--- src/rtl/alu_sequencer_pkg.sv ---
// Shared definitions for the ALU program sequencer: opcodes, FSM states and
// instruction field layout.
package alu_sequencer_pkg;

   // Instruction layout: [6:4] opcode, [3:0] data operand
   localparam int INSTR_W  = 7;
   localparam int OP_MSB   = 6;
   localparam int OP_LSB   = 4;
   localparam int DATA_MSB = 3;
   localparam int DATA_LSB = 0;

   // ALU opcodes, forwarded untouched to the ALU
   localparam logic [2:0] OP_ADDC = 3'b000;
   localparam logic [2:0] OP_ADD  = 3'b001;
   localparam logic [2:0] OP_SEXT = 3'b010;
   localparam logic [2:0] OP_OR   = 3'b011;
   localparam logic [2:0] OP_AND  = 3'b100;
   localparam logic [2:0] OP_SHL  = 3'b101;
   localparam logic [2:0] OP_MUL  = 3'b110;
   localparam logic [2:0] OP_HOLD = 3'b111;

   typedef enum logic [2:0] {
      ST_IDLE  = 3'd0,
      ST_CLR   = 3'd1,
      ST_RUN   = 3'd2,
      ST_DRAIN = 3'd3,
      ST_DONE  = 3'd4
   } state_t;

   function automatic logic [2:0] instr_op(input logic [INSTR_W-1:0] instr);
      return instr[OP_MSB:OP_LSB];
   endfunction

   function automatic logic [3:0] instr_data(input logic [INSTR_W-1:0] instr);
      return instr[DATA_MSB:DATA_LSB];
   endfunction

endpackage

--- src/rtl/alu_sequencer_prog_mem.sv ---
// Program buffer: DEPTH x 7 register file, one synchronous write port and one
// asynchronous read port. Storage is deliberately not reset.
module alu_prog_mem
   import alu_sequencer_pkg::*;
#(
   parameter int DEPTH  = 8,
   parameter int ADDR_W = 3
)
(
   input  logic               i_clk,
   input  logic               i_we,
   input  logic [ADDR_W-1:0]  i_waddr,
   input  logic [INSTR_W-1:0] i_wdata,
   input  logic [ADDR_W-1:0]  i_raddr,
   output logic [INSTR_W-1:0] o_rdata
);

   logic [INSTR_W-1:0] r_mem [DEPTH];

   // Write one instruction per cycle when enabled
   always_ff @(posedge i_clk) begin
      if (i_we) begin
         r_mem[i_waddr] <= i_wdata;
      end
   end

   assign o_rdata = r_mem[i_raddr];

endmodule

--- src/rtl/alu_sequencer.sv ---
// Sequencer that replays a loaded program into the 8-bit accumulator ALU:
// clears the ALU, issues one instruction per cycle, captures the final value.
module alu_sequencer
   import alu_sequencer_pkg::*;
#(
   parameter int DEPTH  = 8,
   parameter int ADDR_W = 3
)
(
   input  logic               Clock,
   input  logic               Reset_b,
   input  logic               LoadEn,
   input  logic [INSTR_W-1:0] LoadInstr,
   input  logic               Start,
   input  logic               Clear,
   input  logic [7:0]         ALUin,
   output logic [2:0]         Function,
   output logic [3:0]         Data,
   output logic               AluReset_b,
   output logic [7:0]         Result,
   output logic [ADDR_W:0]    Count,
   output logic               Full,
   output logic               Busy,
   output logic               Done,
   output logic               LoadErr
);

   localparam logic [ADDR_W:0] CNT_ZERO = {(ADDR_W+1){1'b0}};
   localparam logic [ADDR_W:0] CNT_ONE  = {{ADDR_W{1'b0}}, 1'b1};
   localparam logic [ADDR_W:0] CNT_FULL = CNT_ONE << ADDR_W;

   state_t              r_state;
   logic [ADDR_W:0]     r_count;
   logic [ADDR_W:0]     r_rd_ptr;
   logic [2:0]          r_function;
   logic [3:0]          r_data;
   logic                r_alu_rst_b;
   logic [7:0]          r_result;
   logic                r_full;
   logic                r_busy;
   logic                r_done;
   logic                r_load_err;

   logic                w_start_ok;
   logic                w_load_ok;
   logic                w_load_drop;
   logic [ADDR_W:0]     w_count_inc;
   logic [INSTR_W-1:0]  w_rd_instr;

   // IDLE command decode: Clear beats Start, Start beats LoadEn
   always_comb begin
      w_start_ok  = 1'b0;
      w_load_ok   = 1'b0;
      w_load_drop = 1'b0;
      w_count_inc = r_count + CNT_ONE;
      if ((r_state == ST_IDLE) && !Clear) begin
         if (Start && (r_count != CNT_ZERO)) begin
            w_start_ok = 1'b1;
         end else if (LoadEn) begin
            w_load_ok   = !r_full;
            w_load_drop = r_full;
         end else begin
            w_start_ok = 1'b0;
         end
      end else begin
         w_start_ok = 1'b0;
      end
   end

   alu_prog_mem #(
      .DEPTH  (DEPTH),
      .ADDR_W (ADDR_W)
   ) u_prog_mem (
      .i_clk   (Clock),
      .i_we    (w_load_ok),
      .i_waddr (r_count[ADDR_W-1:0]),
      .i_wdata (LoadInstr),
      .i_raddr (r_rd_ptr[ADDR_W-1:0]),
      .o_rdata (w_rd_instr)
   );

   // Sequencer FSM with all ALU-facing and status outputs registered
   always_ff @(posedge Clock or negedge Reset_b) begin
      if (!Reset_b) begin
         r_state     <= ST_IDLE;
         r_count     <= CNT_ZERO;
         r_rd_ptr    <= CNT_ZERO;
         r_function  <= OP_HOLD;
         r_data      <= 4'd0;
         r_alu_rst_b <= 1'b0;
         r_result    <= 8'd0;
         r_full      <= 1'b0;
         r_busy      <= 1'b0;
         r_done      <= 1'b0;
         r_load_err  <= 1'b0;
      end else begin
         case (r_state)
            ST_IDLE: begin
               r_function  <= OP_HOLD;
               r_data      <= 4'd0;
               r_alu_rst_b <= 1'b1;
               r_busy      <= 1'b0;
               r_done      <= 1'b0;
               if (Clear) begin
                  r_count    <= CNT_ZERO;
                  r_full     <= 1'b0;
                  r_load_err <= 1'b0;
               end else if (w_start_ok) begin
                  r_state     <= ST_CLR;
                  r_rd_ptr    <= CNT_ZERO;
                  r_busy      <= 1'b1;
                  r_alu_rst_b <= 1'b0;
               end else if (w_load_ok) begin
                  r_count <= w_count_inc;
                  r_full  <= (w_count_inc == CNT_FULL);
               end else if (w_load_drop) begin
                  r_load_err <= 1'b1;
               end
            end
            ST_CLR: begin
               // ALU is cleared on this edge; first instruction goes out with it
               r_alu_rst_b <= 1'b1;
               r_function  <= instr_op(w_rd_instr);
               r_data      <= instr_data(w_rd_instr);
               r_rd_ptr    <= r_rd_ptr + CNT_ONE;
               r_state     <= ST_RUN;
               if (LoadEn) begin
                  r_load_err <= 1'b1;
               end
            end
            ST_RUN: begin
               if (r_rd_ptr == r_count) begin
                  r_function <= OP_HOLD;
                  r_data     <= 4'd0;
                  r_state    <= ST_DRAIN;
               end else begin
                  r_function <= instr_op(w_rd_instr);
                  r_data     <= instr_data(w_rd_instr);
                  r_rd_ptr   <= r_rd_ptr + CNT_ONE;
               end
               if (LoadEn) begin
                  r_load_err <= 1'b1;
               end
            end
            ST_DRAIN: begin
               // ALUin now holds the effect of the last issued instruction
               r_result <= ALUin;
               r_done   <= 1'b1;
               r_busy   <= 1'b0;
               r_state  <= ST_DONE;
               if (LoadEn) begin
                  r_load_err <= 1'b1;
               end
            end
            ST_DONE: begin
               r_done  <= 1'b0;
               r_state <= ST_IDLE;
               if (LoadEn) begin
                  r_load_err <= 1'b1;
               end
            end
            default: begin
               r_state     <= ST_IDLE;
               r_function  <= OP_HOLD;
               r_data      <= 4'd0;
               r_alu_rst_b <= 1'b1;
               r_busy      <= 1'b0;
               r_done      <= 1'b0;
            end
         endcase
      end
   end

   assign Function   = r_function;
   assign Data       = r_data;
   assign AluReset_b = r_alu_rst_b;
   assign Result     = r_result;
   assign Count      = r_count;
   assign Full       = r_full;
   assign Busy       = r_busy;
   assign Done       = r_done;
   assign LoadErr    = r_load_err;

endmodule

--- config.mk ---
export PLATFORM = sky130hd
export DESIGN_NAME = alu_sequencer
export DESIGN_NICKNAME = d
export VERILOG_FILES = /design/src/rtl/alu_sequencer_pkg.sv /design/src/rtl/alu_sequencer_prog_mem.sv /design/src/rtl/alu_sequencer.sv
export SDC_FILE = /design/constraint.sdc
export NUM_CORES = 1
export LEC_CHECK = 0
export BUFFER_PORTS_ARGS = -buffer_cell sky130_fd_sc_hd__buf_2
export CAP_MARGIN = 20
export CORE_AREA = 2 2 107 109
export CTS_CLUSTER_SIZE = 25
export DETAILED_ROUTE_END_ITERATION = 12
export DIE_AREA = 0 0 109 111
export PLACE_DENSITY = 0.62
export REMOVE_ABC_BUFFERS = 1
export SLEW_MARGIN = 20
export SYNTH_ARGS = -nofsm -noshare
export SYNTH_HDL_FRONTEND = slang
export SYNTH_SLANG_ARGS = --single-unit
--- constraint.sdc ---
create_clock -name Clock -period 2.4 [get_ports Clock]
set_clock_uncertainty 0.2 [all_clocks]
set_input_delay 0.48 -clock Clock [delete_from_list [all_inputs] [get_ports Clock]]
set_output_delay 0.48 -clock Clock [all_outputs]
set_load 0.005 [all_outputs]
==> flow_summary.yaml, run 1 <==
die:
  core_area_um2: 11100
  num_rows: 39
  dieArea_um2: 12100
  dieWidth_um: 109
  initial_core_util: 0.338
  io_pins: 44
  die_height_um: 111
logic_synthesis:
  ys_seq_elements: 87
  async_flop_share: 0.356
  ys_warn_count: 0
  yosysSeqAreaShare: 0.658
  synth_enable_flop_cells: 56
  synth_flop_cell: "edfxtp_1"
  synth_cell_types: 48
  syn_area_um2: 3740
  synth_area_per_cell_um2: 15.2
  syn_inst: 247
sta:
  rsz0062_at_grt: "no"
  holdWs_ns: -0.00252
  worstMarginPinSlew_ns: 0.706
  layout_min_cycle_time_ns: 2.17
  clock.fmax_mhz: 461
  hold_violations: 7
  slew_viol_final: 0
  timing.slew.headroom: 0.529
  timing.final.crit_share: 0.905
  layout_setup_ws_ns: 0.229
  setup_viol: 0
setup_path:
  path_cells: "inv_1 -> ha_1 -> nor3b_2 -> o211ai_1 -> buf_4 -> nor4_1 -> buf_4"
  cp_max_fo: 7
  setup.worst_path.end_class: "register"
  crit_path_frequent_cell: "buf_4"
  cp.arrival_ns: 2.01
  path_buf_inv: 3
  criticalPathCategory: "register to register"
  path_delay_family: "buffers and inverters"
  max_stage_delay_ns: 0.37
  cp_slowest_cell: "dfrtp_1"
  cp-start-kind: "register"
  worstPathRequired_ns: 2.23
cells_and_area:
  layout_common_cells: "edfxtp_1 (56), buf_2 (43), nand2_1 (35)"
  final_area_um2: 4520
  syn_to_final_growth_pct: 20.8
  drive_gt1_frac: 0.316
  final_common_cell: "edfxtp_1"
  n_antenna_cell: 0
  fillerInstances: 993
  layout.nets: 332
cts:
  htree_levels: 3
  holdBufCountCts: 0
  clock_sinks: 87
  path_clk_slew_ns: 0.07
  clkLatencyLatePin_ns: 0.33
  ctsLongestPathBuffers: 2
  cts_tree: "yes"
  cts_buffers: 9
  ctsRootBufferMaster: "clkbuf_16"
global_route:
  grt_max_degree: 32
  grt_pass1_wl_um: 11600
  antenna_found_initial: 0
  grt_pass1_vias: 2183
  gr-total-overflow: 0
  grt_usage: 0.125
flow_run:
  maxCapViolCount: 0
hold_path:
  hp-class: "input pin to async pin"
place:
  place.gp.congestion: 0.745
  portBuffers: 43
  post-place-ws_ns: 0.0991
  place_hpwl_um: 5190
  placed_cell_area_um2: 4210
status:
  status: "complete, but fails checks"
  failed_checks: "hold timing"
drt:
  dr_total_vias: 2221
  wl_per_cell_um: 15.8
  drt_iter0_markers: 147
  dr.pass1.iters: 4
  drt-vias-per-instance: 4.87
  ant_nets: 0
  wl_um: 7230
  post-route-drc-count: 0
power:
  p_per_area_nw_per_um2: 1120
  p_leak_nw: 1.83
  irDropWorstVdd_uv: 516
-- flip-flops by register name, indices dropped and copies added (netlist names) --
register and count:
u_prog_mem.r_mem 56, Full 1, Data 4, LoadErr 1
Count 4, Done 1, Result 8, Busy 1
r_state 3, r_rd_ptr 4, AluReset_b 1, Function 3
-- cell families after synthesis --
group                      synth area share
adders and majority gates            0.0134
xor gates and xnor gates             0.0140
and+or+nand+nor                      0.0966
DFF                                   0.658
muxes                                 0.126
buffers and inverters                0.0291
AOI/OAI and AO/OA                    0.0629
-- Yosys cell counts, drive strengths merged, types with 2 or more instances --
library cell / number / area, um2
a21boi: 2 / 15.0
a21o: 3 / 22.5
a21oi: 5 / 25.0
buf: 10 / 63.8
clkbuf: 4 / 15.0
dfrtp: 28 / 701
dfstp: 3 / 78.8
edfxtp: 56 / 1680
ha: 4 / 50.1
inv: 8 / 30.0
mux2: 4 / 45.0
mux2i: 9 / 90.1
mux4: 14 / 338
nand2: 35 / 131
nand2b: 4 / 25.0
nand3: 3 / 15.0
nand3b: 3 / 22.5
nor2: 4 / 15.0
nor3: 6 / 30.0
nor3b: 4 / 30.0
nor4: 4 / 40.0
o22a: 3 / 26.3
o22ai: 2 / 12.5
o2bb2ai: 4 / 35.0
o41ai: 2 / 25.0
or2: 2 / 12.5
or3: 2 / 12.5
xor2: 5 / 43.8
-- stage by stage --
stage	hold WS (ns)	util	setup TNS, ns	power, mW	std cells
after floorplan	-0.0156	-	-3.10	3.12	233
after global routing	0.0427	0.408	0	5.40	456
after global placement	0.254	0.380	0	3.71	439
after detailed placement	0.264	0.380	0	3.74	439
final	-0.00252	0.408	0	5.06	456
after CTS	0.0109	0.407	0	5.11	455
-- report_power, final --
part	total, mW	switching (mW)	internal [mW]
clock	1.35	0.614	0.736
sequential	2.00	0.142	1.86
combinational	1.71	0.902	0.812
total	5.06	1.66	3.41
-- worst register-to-register path, cell delays in order (launching register included) --
cell      delay, ns
dfrtp_1        0.37
inv_1          0.11
ha_1           0.17
nor3b_2        0.22
o211ai_1       0.19
buf_4          0.19
nor4_1         0.20
buf_4          0.22
-- per-layer routing --
layer  share of wire  up-vias  GRT usage
li1                -     1062          -
met1            0.49     1103      0.181
met2            0.46       52      0.188
met3           0.037        4     0.0247
met4          0.0086        0     0.0427
met5               0        -          0
-- path summary, 6_finish.rpt --
kind                               start                endpoint  slack, ns  cells after the start
max in group asynchronous        Reset_b                 Data[3]       1.55                      1
worst min-delay path             Reset_b                 LoadErr     -0.003                      1
worst max-delay path            Count[1]  u_prog_mem.r_mem[0][4]       0.23                      7
min in group Clock              ALUin[1]               Result[1]       0.15                      3
worst max register to register  Count[1]  u_prog_mem.r_mem[0][4]       0.23                      7
worst min register to register      Busy                    Busy       0.28                      2
-- cell type report --
type / instances / area, um2 / share of cell area
flip-flops and latches: 87 / 2460 / 0.545
repair buffers: 64 / 373 / 0.0825
well taps: 143 / 179 / 0.0396
clock buffers: 9 / 225 / 0.0498
clock inverters: 7 / 73.8 / 0.0163
multi-input cells: 138 / 1180 / 0.261
inverters: 8 / 30.0 / 0.00664
-- what timing repair did --
action	CTS	global route
gates resized for setup	0	1
setup endpoints to repair	0	38
setup buffers	0	1
No activity file was read; power rests on OpenSTA's default activity.
==> run 2: changes to the inputs <==
CORE_AREA = 2 2 88 90   (was 2 2 107 109)
DIE_AREA = 0 0 90 92   (was 0 0 109 111)
PLACE_DENSITY = 0.83   (was 0.62)
==> run 2 against run 1 <==
  * The flow now finishes without violations
  * Sequential cell count unchanged
  * Register-to-register slack got worse by 0.08 ns
  * Clock power is 27% lower
  * Cell count shrank 9.2%
  * Non-clock buffer count down 1
  * Critical path depth unchanged
  * First-iteration DRC count shrank 39%
==> flow_summary.yaml, run 2 (synthesis results as in run 1) <==
drt:
  post-route-drc-count: 0
  drt_iter0_markers: 90
  dr_total_vias: 2239
  wl_per_cell_um: 16.9
  drt-vias-per-instance: 5.41
  wl_um: 7010
  dr.pass1.iters: 4
  ant_nets: 0
power:
  irDropWorstVdd_uv: 334
  p_seq_frac: 0.434
  power.switching_mw: 1.60
  combPwrFrac: 0.356
  p_clk_frac: 0.210
  p_leak_nw: 1.77
  p_int_mw: 3.07
  swShare: 0.343
  p_per_area_nw_per_um2: 1070
cells_and_area:
  final_common_cell: "edfxtp_1"
  drive_gt1_frac: 0.311
  layout.cells.non_filler: 414
  n_antenna_cell: 0
  top_register: "u_prog_mem.r_mem"
  syn_to_final_growth_pct: 16.3
  fillerInstances: 612
  layout_common_cells: "edfxtp_1 (56), buf_2 (43), nand2_1 (35)"
  final_area_um2: 4350
  post-route-util: 0.585
  layout.nets: 331
  multiInputGateArea_um2: 1170
  ff_latch_area_um2: 2460
  largest_register_ffs: 56
place:
  place_hpwl_um: 5110
  portBuffers: 43
  place.gp.congestion: 0.785
  dp.cells: 397
  placed_cell_area_um2: 4150
sta:
  layout_min_cycle_time_ns: 2.25
  slew_viol_final: 0
  timing.final.crit_share: 0.936
  timing.slew.headroom: 0.536
  clock.fmax_mhz: 445
  rsz0062_at_grt: "no"
  hold_violations: 0
  worstMarginPinSlew_ns: 0.696
  holdWs_ns: 0.112
  setup_viol: 0
global_route:
  grt_usage: 0.185
  antenna_found_initial: 0
  grt_pass1_wl_um: 11600
  gr-total-overflow: 0
  grt_pass1_vias: 2301
  grt_max_degree: 32
setup_path:
  cp.arrival_ns: 2.11
  r2r_setup_slack_ns: 0.15
  cp_max_fo: 7
  cp_slowest_cell: "dfrtp_1"
  max_stage_delay_ns: 0.38
  crit_path_frequent_cell: "nor3b_1"
  setup.worst_path.end_class: "register"
  path_cells: "inv_1 -> ha_1 -> nor3b_1 -> o211a_1 -> nand2_1 -> nor3b_1 -> buf_4"
  cp-start-kind: "register"
  criticalPathCategory: "register to register"
  worstPathRequired_ns: 2.27
cts:
  htree_levels: 3
  ctsLongestPathBuffers: 2
  clock_sinks: 87
  ctsRootBufferMaster: "clkbuf_8"
  cts_buffers: 9
  path_clk_slew_ns: 0.10
  clkLatencyLatePin_ns: 0.36
  cts_tree: "yes"
die:
  initial_core_util: 0.503
  num_rows: 32
  io_pins: 44
  core_area_um2: 7450
  dieWidth_um: 90
  die_height_um: 92
  dieArea_um2: 8280
flow_run:
  maxCapViolCount: 0
status:
  status: "finished clean"
hold_path:
  hp-class: "input pin to register"
run 2: cell count changes in the layout (fill, tap and decap cells not counted), sizes merged:
cell / before / now
inv: 12 / 14
dlygate4sd3: 0 / 1
clkinv: 3 / 1
buf: 64 / 62
run 2: through the flow:
stage          power, mW  worst slack, ns  TNS (ns)
2_1_floorplan       3.12           -0.161     -3.10
3_3_place_gp        3.66            0.233         0
3_5_place_dp        3.73            0.160         0
4_1_cts             4.72            0.161         0
5_1_grt             4.96          0.00556         0
6_report            4.67            0.153         0
run 2: power groups by stage:
stage	registers, mW	clock network, mW	logic, mW
2_1_floorplan	2.18	0	0.939
3_3_place_gp	2.05	0	1.61
3_5_place_dp	2.06	0	1.67
4_1_cts	2.03	1.01	1.68
5_1_grt	2.05	1.07	1.83
6_report	2.02	0.982	1.66
run 2: timing repair:
item / in CTS / in global routing
setup buffers: 0 / 0
hold buffers: 1 / 0
hold endpoints to repair: 28 / 0
resized for setup: 0 / 1
setup endpoints to repair: 0 / 6
run 2: area by class of cell:
class / instances / share of cell area
flip-flops and latches: 87 / 0.565
multi-input cells: 138 / 0.270
repair buffers: 63 / 0.0845
well taps: 102 / 0.0293
clock buffers: 9 / 0.0285
clock inverters: 7 / 0.0158
inverters: 8 / 0.00690
run 2: final timing paths:
kind / cells past startpoint / startpoint / endpoint
setup / recovery: 7 / Count[1] / u_prog_mem.r_mem[5][6]
hold / removal: 3 / ALUin[4] / Result[4]
setup reg to reg: 7 / Count[1] / u_prog_mem.r_mem[5][6]
hold reg to reg: 2 / Busy / Busy
max in group asynchronous: 2 / Reset_b / r_rd_ptr[0]
min in group asynchronous: 2 / Reset_b / r_rd_ptr[3]
run 2: routing by layer:
layer | GRT usage | up-vias | routed length [um]
li1 | - | 1054 | -
met1 | 0.230 | 1114 | 3010
met2 | 0.311 | 59 | 3540
met3 | 0.0370 | 12 | 319
met4 | 0.0910 | 0 | 137
met5 | 0 | - | 0
run 2: worst max-delay path: cells and delay by family, from the launching register on:
kind	cells	cell delay (ns)
compound gates	1	0.21
buf+inv	2	0.33
simple gates	3	0.67
flops	1	0.38
fa+ha+maj	1	0.17
==> run 3: changes to the inputs <==
REMOVE_ABC_BUFFERS = unset   (was 1)
==> run 3 against run 2 <==
  * Setup slack better by 0.038 ns
  * Worst hold slack gained 0.011 ns
  * Cell count increased by 0.24%
  * Sequential power is essentially flat
  * Final area increased by 0.12%
==> flow_summary.yaml, run 3 (synthesis results as in run 1) <==
logic_synthesis:
  synth_fp_nets: 271
drt:
  wl_um: 7320
  post-route-drc-count: 0
  drt-vias-per-instance: 5.42
  drt_iter0_markers: 122
  dr.pass1.iters: 4
  dr_total_vias: 2250
  ant_nets: 0
  wl_per_cell_um: 17.6
place:
  place.gp.congestion: 0.746
  place_hpwl_um: 5060
  dp.cells: 397
  placed_cell_area_um2: 4160
  post-place-ws_ns: 0.00352
  portBuffers: 43
cells_and_area:
  final_area_um2: 4360
  multiInputGateArea_um2: 1180
  layout.cells.non_filler: 415
  largest_register_ffs: 56
  layout_common_cells: "edfxtp_1 (56), buf_2 (43), nand2_1 (35)"
  drive_gt1_frac: 0.310
  n_antenna_cell: 0
  fillerInstances: 615
  final_common_cell: "edfxtp_1"
  ff_latch_area_um2: 2460
  layout.nets: 332
  top_register: "u_prog_mem.r_mem"
  syn_to_final_growth_pct: 16.4
status:
  status: "finished clean"
global_route:
  grt_pass1_vias: 2311
  grt_pass1_wl_um: 11900
  grt_usage: 0.189
  antenna_found_initial: 0
  gr-total-overflow: 0
  grt_max_degree: 32
sta:
  timing.slew.headroom: 0.525
  clock.fmax_mhz: 453
  setup_viol: 0
  rsz0062_at_grt: "no"
  timing.final.crit_share: 0.921
  slew_viol_final: 0
  tns_ns: 0
  layout_min_cycle_time_ns: 2.21
  worstMarginPinSlew_ns: 0.712
  hold_violations: 0
  layout_setup_ws_ns: 0.191
hold_path:
  hp-class: "input pin to register"
setup_path:
  path_delay_family: "simple AND/OR/NAND/NOR gates"
  worstPathRequired_ns: 2.24
  cp_slowest_cell: "dfrtp_1"
  cp.arrival_ns: 2.05
  setup.worst_path.end_class: "register"
  criticalPathCategory: "register to register"
  cp_max_fo: 7
  path_cells: "inv_1 -> ha_1 -> nor3b_2 -> o211ai_1 -> nor2_1 -> and3_2"
  path_buf_inv: 1
  cp-start-kind: "register"
  max_stage_delay_ns: 0.39
die:
  dieWidth_um: 90
  initial_core_util: 0.503
  io_pins: 44
  core_area_um2: 7450
  dieArea_um2: 8280
  die_height_um: 92
  num_rows: 32
cts:
  cts_tree: "yes"
  path_clk_slew_ns: 0.08
  cts_buffers: 9
  clkLatencyLatePin_ns: 0.35
  ctsLongestPathBuffers: 2
  ctsRootBufferMaster: "clkbuf_8"
  clock_sinks: 87
  htree_levels: 3
power:
  p_per_area_nw_per_um2: 1060
  p_leak_nw: 1.77
  irDropWorstVdd_uv: 629
flow_run:
  maxCapViolCount: 0
run 3: cell count changes in the layout (fill, tap and decap cells not counted), moves of 2 or more:
| cell | before | now |
|---|---|---|
| clkbuf_1 | 0 | 2 |
| clkinv_2 | 0 | 2 |
| inv_6 | 3 | 0 |
| inv_8 | 3 | 0 |
run 3: tightest hold or removal path: stages:
cell and delay (ns):
buf_2 0.07, nand2_1 0.04, nand2_1 0.05
run 3: repair_timing:
action                                  in CTS  in global routing
hold buffers                                 1                  0
resized for setup                            0                  3
buffers inserted                             0                  1
hold endpoints to repair                    28                  0
endpoints found under the setup margin       0                 21
run 3: cell type report:
type,count,area share
tap,102,0.0293
timing repair buffer,64,0.0890
sequential,87,0.565
clock buffer,12,0.0333
inverter,8,0.00689
multi-input combinational,138,0.272
clock inverter,4,0.00488
run 3: power by group:
group	switching (mW)	internal [mW]
logic	0.938	0.829
registers	0.133	1.86
clock network	0.468	0.398
run 3: worst paths after layout:
kind,slack (ns),depth (start not counted),endpoint,from
min reg2reg,0.28,2,Result[3],Result[3]
min,0.12,3,Result[3],ALUin[3]
max reg2reg,0.19,6,u_prog_mem.r_mem[4][3],Count[1]
min in group asynchronous,0.52,2,LoadErr,Reset_b
max,0.19,6,u_prog_mem.r_mem[4][3],Count[1]
max in group asynchronous,1.01,2,Data[3],Reset_b
run 3: layer usage:
metal  global-route usage  up-vias  part of all wire
met2                0.318       77              0.50
met4               0.0397        0            0.0079
li1                     -     1053                 -
met5                    0        -                 0
met1                0.250     1114              0.43
met3               0.0501        6             0.057
run 3: metrics by stage:
step | hold WS [ns] | utilization | power [mW]
after floorplan | -0.0156 | - | 3.23
after global placement | 0.252 | 0.559 | 3.71
after detailed placement | 0.258 | 0.559 | 3.78
after CTS | 0.0994 | 0.582 | 4.65
after global routing | 0.107 | 0.585 | 4.91
final | 0.124 | 0.585 | 4.62
